<file path="config.mk">
export PLATFORM = sky130hd
export DESIGN_NAME = control_unit_flat
export DESIGN_NICKNAME = d
export VERILOG_FILES = /design/src/rtl/tiny16_pkg.sv /design/src/rtl/control_unit_if.sv /design/src/rtl/control_unit_instr_decode.sv /design/src/rtl/control_unit.sv /design/src/flat_wrapper.sv
export SDC_FILE = /design/constraint.sdc
export NUM_CORES = 1
export LEC_CHECK = 0
export ABC_AREA = 0
export ABC_CLOCK_PERIOD_IN_PS = 1500
export CAP_MARGIN = 20
export CORE_MARGIN = 1
export CORE_UTILIZATION = 38
export CTS_CLUSTER_DIAMETER = 50
export DETAILED_ROUTE_END_ITERATION = 16
export PLACE_DENSITY = 0.76
export SETUP_SLACK_MARGIN = 0.3
export SLEW_MARGIN = 5
export SYNTH_ARGS = -nofsm -noshare
export SYNTH_HDL_FRONTEND = slang
export SYNTH_SLANG_ARGS = --single-unit
export TNS_END_PERCENT = 5
</file>
<file path="constraint.sdc">
create_clock -name clk -period 1.5 [get_ports clk]
set_clock_uncertainty 0.1 [all_clocks]
set_input_delay 0.15 -clock clk [delete_from_list [all_inputs] [get_ports clk]]
set_output_delay 0.15 -clock clk [all_outputs]
set_load 0.01 [all_outputs]
</file>
<file path="src/rtl/tiny16_pkg.sv">
// Shared types and constants for the tiny16 control unit: ISA opcodes,
// sequencer states and write-back mux encodings.
package tiny16_pkg;

  localparam int WIDTH     = 16;
  localparam int REG_SEL_W = 3;

  typedef enum logic [3:0] {
    OP_NOP = 4'h0,
    OP_MOV = 4'h1,
    OP_LDI = 4'h2,
    OP_LD  = 4'h3,
    OP_ST  = 4'h4,
    OP_ADD = 4'h5,
    OP_SUB = 4'h6,
    OP_AND = 4'h7,
    OP_OR  = 4'h8,
    OP_XOR = 4'h9,
    OP_SHL = 4'hA,
    OP_SHR = 4'hB,
    OP_JMP = 4'hC,
    OP_JZ  = 4'hD,
    OP_ILL = 4'hE,
    OP_HLT = 4'hF
  } opcode_t;

  typedef enum logic [2:0] {
    S_ADDR   = 3'd0,
    S_MAR    = 3'd1,
    S_FETCH  = 3'd2,
    S_DECODE = 3'd3,
    S_EXEC   = 3'd4,
    S_MEM    = 3'd5,
    S_HALT   = 3'd6
  } state_t;

  localparam logic [1:0] WB_SRC = 2'd0;
  localparam logic [1:0] WB_ALU = 2'd1;
  localparam logic [1:0] WB_MEM = 2'd2;
  localparam logic [1:0] WB_IMM = 2'd3;

endpackage

</file>
<file path="src/rtl/control_unit_if.sv">
// Memory port of the tiny16 control unit (instruction fetch and LD/ST data).
// Handshake: mem_rd/mem_wr is held high until the cycle mem_ready is seen high,
// which completes the access; mem_ready outside a request carries no meaning.
interface control_unit_if #(
  parameter int WIDTH = 16
);
  logic [WIDTH-1:0] mem_data;
  logic             mem_ready;
  logic             mem_rd;
  logic             mem_wr;
  logic             mar_ld;

  modport master (input mem_data, mem_ready, output mem_rd, mem_wr, mar_ld);
  modport slave  (output mem_data, mem_ready, input mem_rd, mem_wr, mar_ld);
endinterface

</file>
<file path="src/rtl/control_unit_instr_decode.sv">
// Combinational field extraction and opcode classification for the tiny16 IR.
module instr_decode
  import tiny16_pkg::*;
#(
  parameter int WIDTH = tiny16_pkg::WIDTH
) (
  input  logic [WIDTH-1:0] ir,
  output opcode_t          opcode,
  output logic [2:0]       rd,
  output logic [2:0]       rs,
  output logic [WIDTH-1:0] imm,
  output logic             is_alu,
  output logic             is_mem,
  output logic             is_jump,
  output logic             illegal
);

  assign opcode  = opcode_t'(ir[15:12]);
  assign rd      = ir[11:9];
  assign rs      = ir[8:6];
  assign imm     = {{(WIDTH-9){ir[8]}}, ir[8:0]};
  assign is_alu  = (ir[15:12] >= 4'h5) && (ir[15:12] <= 4'hB);
  assign is_mem  = (opcode == OP_LD) || (opcode == OP_ST);
  assign is_jump = (opcode == OP_JMP) || (opcode == OP_JZ);
  assign illegal = (opcode == OP_ILL);

endmodule

</file>
<file path="src/rtl/control_unit.sv">
// Multi-cycle fetch/decode/execute sequencer for the tiny16 CPU.
// Define CTRL_ILLEGAL_TRAP_EN to trap opcode 0xE into HALT with fault raised.
module control_unit
  import tiny16_pkg::*;
#(
  parameter int WIDTH     = tiny16_pkg::WIDTH,
  parameter int REG_SEL_W = tiny16_pkg::REG_SEL_W
) (
  input  logic                 clk,
  input  logic                 rst,
  control_unit_if.master       mem,
  input  logic                 alu_zero,
  output logic [REG_SEL_W-1:0] src_sel,
  output logic [REG_SEL_W-1:0] dst_sel,
  output logic                 reg_in_en,
  output logic                 reg_out_en,
  output logic                 pc_inc,
  output logic [3:0]           alu_op,
  output logic                 alu_en,
  output logic [1:0]           wb_sel,
  output logic [WIDTH-1:0]     imm,
  output logic                 halted,
  output logic                 fault,
  output state_t               dbg_state
);

  state_t           state, next_state;
  logic [WIDTH-1:0] ir;
  logic             zflag;
  logic             ir_ld, z_ld;

  opcode_t    opcode;
  logic [2:0] rd, rs;
  logic       is_alu, is_mem, is_jump, illegal;

  instr_decode #(.WIDTH(WIDTH)) u_decode (
    .ir      (ir),
    .opcode  (opcode),
    .rd      (rd),
    .rs      (rs),
    .imm     (imm),
    .is_alu  (is_alu),
    .is_mem  (is_mem),
    .is_jump (is_jump),
    .illegal (illegal)
  );

`ifdef CTRL_ILLEGAL_TRAP_EN
  logic fault_q, fault_set;

  always_ff @(posedge clk or negedge rst) begin
    if (!rst)          fault_q <= 1'b0;
    else if (fault_set) fault_q <= 1'b1;
  end

  assign fault = fault_q;
`else
  assign fault = 1'b0;
`endif

  always_ff @(posedge clk or negedge rst) begin
    if (!rst) begin
      state <= S_ADDR;
      ir    <= '0;
      zflag <= 1'b0;
    end else begin
      state <= next_state;
      if (ir_ld) ir    <= mem.mem_data;
      if (z_ld)  zflag <= alu_zero;
    end
  end

  assign dbg_state = state;

  // Outputs are forced low while reset is held so ADDR's bus enable stays quiet.
  always_comb begin
    next_state     = state;
    ir_ld          = 1'b0;
    z_ld           = 1'b0;
`ifdef CTRL_ILLEGAL_TRAP_EN
    fault_set      = 1'b0;
`endif
    mem.mem_rd     = 1'b0;
    mem.mem_wr     = 1'b0;
    mem.mar_ld     = 1'b0;
    src_sel        = '0;
    dst_sel        = '0;
    reg_in_en      = 1'b0;
    reg_out_en     = 1'b0;
    pc_inc         = 1'b0;
    alu_op         = '0;
    alu_en         = 1'b0;
    wb_sel         = WB_SRC;
    halted         = 1'b0;
    if (rst) begin
      case (state)
        S_ADDR: begin
          reg_out_en = 1'b1;
          next_state = S_MAR;
        end
        S_MAR: begin
          mem.mar_ld = 1'b1;
          next_state = S_FETCH;
        end
        S_FETCH: begin
          mem.mem_rd = 1'b1;
          if (mem.mem_ready) begin
            ir_ld      = 1'b1;
            pc_inc     = 1'b1;
            next_state = S_DECODE;
          end
        end
        S_DECODE: begin
          src_sel    = rs;
          dst_sel    = rd;
          reg_out_en = is_mem;
          next_state = S_EXEC;
        end
        S_EXEC: begin
          src_sel    = rs;
          dst_sel    = rd;
          next_state = S_ADDR;
          if (is_alu) begin
            alu_en    = 1'b1;
            alu_op    = opcode;
            wb_sel    = WB_ALU;
            reg_in_en = 1'b1;
            z_ld      = 1'b1;
          end else if (is_mem) begin
            reg_out_en = 1'b1;
            mem.mar_ld = 1'b1;
            next_state = S_MEM;
          end else if (is_jump) begin
            // Jumps are a plain copy of rs into r0; JZ only when the last ALU result was zero.
            dst_sel   = '0;
            wb_sel    = WB_SRC;
            reg_in_en = (opcode == OP_JMP) || zflag;
          end else if (opcode == OP_MOV) begin
            wb_sel    = WB_SRC;
            reg_in_en = 1'b1;
          end else if (opcode == OP_LDI) begin
            wb_sel    = WB_IMM;
            reg_in_en = 1'b1;
          end else if (opcode == OP_HLT) begin
            next_state = S_HALT;
          end else if (illegal) begin
`ifdef CTRL_ILLEGAL_TRAP_EN
            fault_set  = 1'b1;
            next_state = S_HALT;
`else
            next_state = S_ADDR;
`endif
          end
        end
        S_MEM: begin
          src_sel = rs;
          dst_sel = rd;
          if (opcode == OP_LD) begin
            mem.mem_rd = 1'b1;
            if (mem.mem_ready) begin
              wb_sel     = WB_MEM;
              reg_in_en  = 1'b1;
              next_state = S_ADDR;
            end
          end else begin
            mem.mem_wr = 1'b1;
            if (mem.mem_ready) next_state = S_ADDR;
          end
        end
        S_HALT: begin
          halted = 1'b1;
        end
        default: next_state = S_ADDR;
      endcase
    end
  end

endmodule

</file>
<file path="src/flat_wrapper.sv">
// flat-port wrapper written by rule: the top's interface ports become plain ports
module control_unit_flat import tiny16_pkg::*;
#(
  parameter int WIDTH     = tiny16_pkg::WIDTH,
  parameter int REG_SEL_W = tiny16_pkg::REG_SEL_W
)
  (clk, rst, alu_zero, src_sel, dst_sel, reg_in_en, reg_out_en, pc_inc, alu_op, alu_en, wb_sel, imm, halted, fault, dbg_state, mem_mem_data, mem_mem_ready, mem_mem_rd, mem_mem_wr, mem_mar_ld);
  control_unit_if #(.WIDTH(WIDTH)) mem_i ();
  input  logic clk;
  input  logic rst;
  input  logic alu_zero;
  output logic [REG_SEL_W-1:0] src_sel;
  output logic [REG_SEL_W-1:0] dst_sel;
  output logic reg_in_en;
  output logic reg_out_en;
  output logic pc_inc;
  output logic [3:0] alu_op;
  output logic alu_en;
  output logic [1:0] wb_sel;
  output logic [WIDTH-1:0] imm;
  output logic halted;
  output logic fault;
  output state_t dbg_state;
  input wire logic [$bits(mem_i.mem_data)-1:0] mem_mem_data;
  input wire logic [$bits(mem_i.mem_ready)-1:0] mem_mem_ready;
  output wire logic [$bits(mem_i.mem_rd)-1:0] mem_mem_rd;
  output wire logic [$bits(mem_i.mem_wr)-1:0] mem_mem_wr;
  output wire logic [$bits(mem_i.mar_ld)-1:0] mem_mar_ld;
  assign mem_i.mem_data = mem_mem_data;
  assign mem_i.mem_ready = mem_mem_ready;
  assign mem_mem_rd = mem_i.mem_rd;
  assign mem_mem_wr = mem_i.mem_wr;
  assign mem_mar_ld = mem_i.mar_ld;
  control_unit #(.WIDTH(WIDTH), .REG_SEL_W(REG_SEL_W)) u_core (.clk(clk), .rst(rst), .mem(mem_i), .alu_zero(alu_zero), .src_sel(src_sel), .dst_sel(dst_sel), .reg_in_en(reg_in_en), .reg_out_en(reg_out_en), .pc_inc(pc_inc), .alu_op(alu_op), .alu_en(alu_en), .wb_sel(wb_sel), .imm(imm), .halted(halted), .fault(fault), .dbg_state(dbg_state));
endmodule
</file>
# After elaboration in Yosys (flattened, before gate mapping)
# Index checks and enable logic that the tools add are counted.
[word_totals]
register_bits = 20
inputBits = 20
out_inout_bits = 40
wordCells = 85
[op_classes]
magnitude_cmp = 2
eq_ne = 15
mux = 56
bitwise = 1
n_reduce_logical = 8
[op_table]
columns = ["cell", "count"]
rows = [
  ["two-way mux 3 bit", 14],
  ["two-way mux 1 bit", 24],
  ["case mux 3 bit (7 select lines)", 1],
  ["two-way mux 2 bit", 8],
  ["equality test 4 bit (second input constant)", 3],
  ["two-way mux 4 bit", 3],
  ["equality test 3 bit (second input constant)", 3],
  ["equality test 4 x 2 -> 1 bit (second input constant)", 2],
  ["equality test 3 x 2 -> 1 bit (second input constant)", 2],
  ["case mux 1 bit (2 select lines)", 3],
  ["case mux 3 bit (2 select lines)", 1],
  ["equality test 4 x 1 -> 1 bit (second input constant)", 1],
  ["equality test 4 x 3 -> 1 bit (second input constant)", 1],
  [">= comparator 4 x 3 -> 1 bit (second input constant)", 1],
  ["<= comparator 4 bit (second input constant)", 1],
  ["!= test 2 bit (second input constant)", 2],
  ["case mux 2 bit (2 select lines)", 1],
  ["AND reduction 4 bit", 1],
  ["equality test 3 x 1 -> 1 bit (second input constant)", 1],
  ["logical NOT 3 bit", 1],
  ["logical OR 1 bit", 3],
  ["case mux 1 bit (3 select lines)", 1],
  ["OR reduction 3 bit", 1],
  ["OR reduction 2 bit", 1],
  ["2 further kinds", 2],
]

# Depth between registers and ports, before layout
[logic_depth]
ltp_word = 8
ltp_mapped = 5
depth_no_buf = 4

# Cells and area by module
# A second synthesis with hierarchy kept.
[unflattened]
hier_cells = 159
hier_area_um2 = 1483.9
[modules_own_cells]
columns = ["module", "instances", "cells_per_inst", "area_per_inst_um2", "seq_area_each_um2"]
rows = [
  ["control_unit", 1, 124, 1228.7, 500.5],
  ["instr_decode", 1, 35, 255.2, 0.0],
]

# Least setup slack after synthesis
# OpenSTA, ideal clock, no wires.
[synth_path]
path_kind = "reg-to-reg"
startpoint = "reg u_core.state[1], in the netlist u_core.dbg_state[1]"
endpoint = "reg u_core.zflag"
setup_ps = 125
arrival_time_ps = 1406
t_required_ps = 1275
setup_slack_ps = -130
stages_incl_launch_ff = 5
path_buffers = 0
synth_period_minus_slack_ps = 1630
cell_sequence = "dfrtp_1 nand3b_1 or2_1 nor2_2 mux2_2"
[synth_between]
elab_chain_cells = 3
[synth_lines]
columns = ["item", "line", "text"]
rows = [
  ["start: declaration", "control_unit.sv:27", "state_t state, next_state;"],
  ["start signal: assignment", "control_unit.sv:67", "state <= next_state;"],
  ["equality test 3 bit", "-", ""],
  ["two-way mux 1 bit (2 in a row)", "-", ""],
  ["named net alu_en", "flat_wrapper.sv:18", "output logic alu_en;"],
  ["end signal: assignment", "control_unit.sv:69", "if (z_ld) zflag <= alu_zero;"],
  ["end: declaration", "control_unit.sv:29", "logic zflag;"],
]
# The timed path passes the listed nets, and every way through them passes these cells.
# A chain may end at the register's enable or synchronous reset.

# Worst setup path after layout
[layout_path]
startpoint = "reg u_core.state[1], in the netlist u_core.dbg_state[1]"
endpoint = "out dst_sel[1]"
[layout_between]
elab_chain_cells = 4
elab_cells_between_ends = 6
cone_classes = "3 x eq/ne; 2 x mux; 1 x reduce/logical"
[layout_lines]
columns = ["item", "line", "text"]
rows = [
  ["equality test 3 x 2 -> 1 bit / equality test 3 bit (equally long branches)", "control_unit.sv:96", "case (state)"],
  ["OR reduction 2 bit (no source line)", "-", ""],
  ["case mux 3 bit (2 select lines) (*)", "control_unit.sv:96", ""],
  ["two-way mux 3 bit (*)", "control_unit.sv:95", "if (rst) begin"],
  ["end: declaration", "flat_wrapper.sv:13", "output logic [REG_SEL_W-1:0] dst_sel;"],
]
# Mark *: on every way between the ends. The rest lies on a longest branch, timed or not.

==> impl_metrics.toml <==
[worst_setup_path]
crit_path_max_incr_delay_ns = 0.44
endpoint = "dst_sel[1]"
required_ns = 1.25
crit_arrival_ns = 1.70
crit_family = "flip-flops"
path_buf_inv = 2
critPathLaunchType = "register"
end_kind = "primary output"
rr_worst_depth = 6
cp_cell_sequence = "buf_4 > xor2_1 > a211oi_2 > nor2b_2 > and2_1 > buf_2"
critPathMaxFanout = 5
reg2reg_slack_ns = -0.27
startpoint = "u_core.dbg_state[1]"
critPathKind = "reg2out"
r2r-start = "u_core.dbg_state[1]"
worst_path_max_delay_cell = "dfrtp_1"
r2r-end = "u_core.zflag"
crit_cells = 6

[floorplan]
start_util_pct = 40.6
die_x_um = 62.2
die_area_mm2 = 0.00386
rows = 21
core_mm2 = 0.00339
die_y_um = 62.2
ios = 60

[power_and_ir_drop]
combPwrFrac_pct = 65.0
irDropWorstVdd_mv = 0.964
powerDensity_mw_per_mm2 = 1880
cellLeakagePower_nw = 1.03
switching_power_mw = 1.57
p_int_mw = 2.38
swShare_pct = 39.8
total_power_mw = 3.96
clkPwrFrac_pct = 7.8
power.share.sequential_pct = 27.2

[route]
ant_nets = 0
num_vias = 1246
finalWirelength_um = 3590
drt_iter0_drc = 72
firstDrtPassIters = 4
wl_per_cell_um = 13.8
drc = 0
via_per_inst = 4.77

[synth]
syn_area_mm2 = 0.00138
synth_top_area_share_pct = 36.4
synth_ff_type = "dfrtp_1"
syn-instance-count = 140
synth_top_area_cell = "dfrtp_1"
syn_area_per_cell_um2 = 9.82
post_synth_num_cell_types = 39
synth.area.top_cells = "dfrtp_1 36%, mux2_2 14%, buf_4 11%"
yosys_warnings = 0
synth-edff-count = 0
ys_seq_area_share_pct = 36.4
synth_async_sr_flop_share_pct = 100
ys_ff_latch = 20
synth_nets = 160

[clock_network]
clk_pin_slew_ns = 0.11
cts_tree = "done"
clk_latency_ns = 0.30
cts.htree.levels = 1
cts_buffers = 3
clock_path_buffers = 2
cts.sinks = 20
cts_root_buffer = "clkbuf_4"

[sta]
slew_viol_final = 0
rsz0062_at_grt = "yes"
fin_crit_ns = 1.95
finalWorstSetupSlack_ns = -0.448
finalCritPeriodShare_pct = 130
setup_viol = 39
fmax_mhz = 513
hold_viol_final = 0

[cells_and_area]
final_common_cell = "buf_4"
final_cell_mix = "30 x buf_4, 22 x buf_2, 19 x clkdlybuf4s50_1"
diodes = 0
final_area_mm2 = 0.00211
drive_above_1_share_pct = 55.3
areaGrowthSynthToFinish_pct = 53.2
n_fill_cell = 289
fin_nets = 236

[status]
status = "complete, but fails checks"
violations = "setup timing"

[global_routing]
grt.overflow.total = 0
grt_max_degree = 17
grt_pass1_vias = 1294
grt_first_pass_wirelength_um = 5910
antenna_found_initial = 0
grtUsageTotal_pct = 18.9

[place]
pre_cts_ws_ns = -0.668
numPortBuffers = 58
dpl_cell_area_mm2 = 0.00207
hpwlAfterDp_um = 2630
gp_congestion = 0.836

[job]
cap_violations = 0

[worst_hold_path]
hp-class = "in2async"
==> state kept, by name, indices dropped and copies added, names as in the netlist <==
| register | count |
|---|---|
| u_core.zflag | 1 |
| u_core.ir | 16 |
| u_core.dbg_state | 3 |
==> cell families (layout without fill, tap and decap cells) <==
| group | Yosys count | after routing | share of synthesized area (%) |
|---|---|---|---|
| other cells | 1 | 1 | 0.273 |
| compound gates | 23 | 23 | 11.8 |
| flops | 20 | 20 | 36.4 |
| mux | 18 | 18 | 14.6 |
| simple gates | 47 | 47 | 21.9 |
| buf+inv | 30 | 105 | 14.3 |
| xor+xnor | 1 | 1 | 0.637 |
==> power by group through the flow <==
stage / combinational, mW / sequential [mW] / clock (mW)
final: 2.57 / 1.08 / 0.308
after global routing: 2.77 / 1.12 / 0.338
after CTS: 2.59 / 1.06 / 0.317
after detailed placement: 2.46 / 1.09 / 0
after global placement: 2.40 / 1.07 / 0
after floorplan: 1.59 / 0.992 / 0
==> synth_stat cells, drive strengths merged (2+ instances only) <==
cell,instances
nor2b,5
and2,8
nand2b,2
nand3,3
inv,4
o21ai,6
o21a,3
nor3,4
dfrtp,20
nor2,9
nand2,7
a21oi,5
a211oi,2
buf,25
mux2,17
==> cell type report <==
type / count / area (µm²) / area share, %
clock buffers: 4 / 36.3 / 1.72
inverters: 4 / 15.0 / 0.713
multi-input cells: 90 / 734 / 34.9
flip-flops and latches: 20 / 504 / 23.9
well taps: 46 / 57.6 / 2.73
repair buffers: 97 / 759 / 36.0
==> routing by layer <==
layer	global-route usage, %	part of all wire, %	vias up	routed length, µm
met5	0	0	-	0
li1	-	-	610	-
met3	3.13	5.3	2	190
met2	36.1	54	38	1940
met4	5.23	0.39	0	14
met1	21.2	40	596	1450
==> worst register-to-register path, stage by stage (launching register included) <==
cell      delay, ns
dfrtp_1        0.44
nand3b_1       0.25
or2_4          0.30
buf_6          0.13
nor2_4         0.07
buf_4          0.11
mux2_4         0.29
==> metrics by stage <==
| step | util, % | TNS, ns | hold WS, ns | instances |
|---|---|---|---|---|
| 2_1_floorplan | - | -0.206 | -0.246 | 140 |
| 3_3_place_gp | 60.9 | -17.07 | 0.381 | 247 |
| 3_5_place_dp | 60.9 | -18.40 | 0.398 | 247 |
| 4_1_cts | 63.2 | -7.93 | 0.145 | 260 |
| 5_1_grt | 62.2 | -10.70 | 0.163 | 261 |
| 6_report | 62.2 | -8.48 | 0.163 | 261 |
==> repair_timing <==
| item | CTS | global route |
|---|---|---|
| endpoints found under the setup margin | 59 | 57 |
| hold buffers | 0 | 0 |
| gates resized for setup | 146 | 29 |
| buffers inserted | 9 | 1 |
| pin swaps | 11 | 6 |
| hold endpoints to repair | 0 | 0 |
==> worst min path at each step <==
stage | endpoint | slack, ns | cells past startpoint
finish | u_core.ir[1] | 0.16 | 2
CTS | u_core.ir[9] | 0.14 | 2
global route | u_core.ir[9] | 0.16 | 2
floorplan | u_core.dbg_state[0] | -0.25 | 0
global placement | u_core.ir[9] | 0.38 | 1
detailed placement | u_core.ir[11] | 0.40 | 1
No activity file was read; power rests on OpenSTA's default activity.
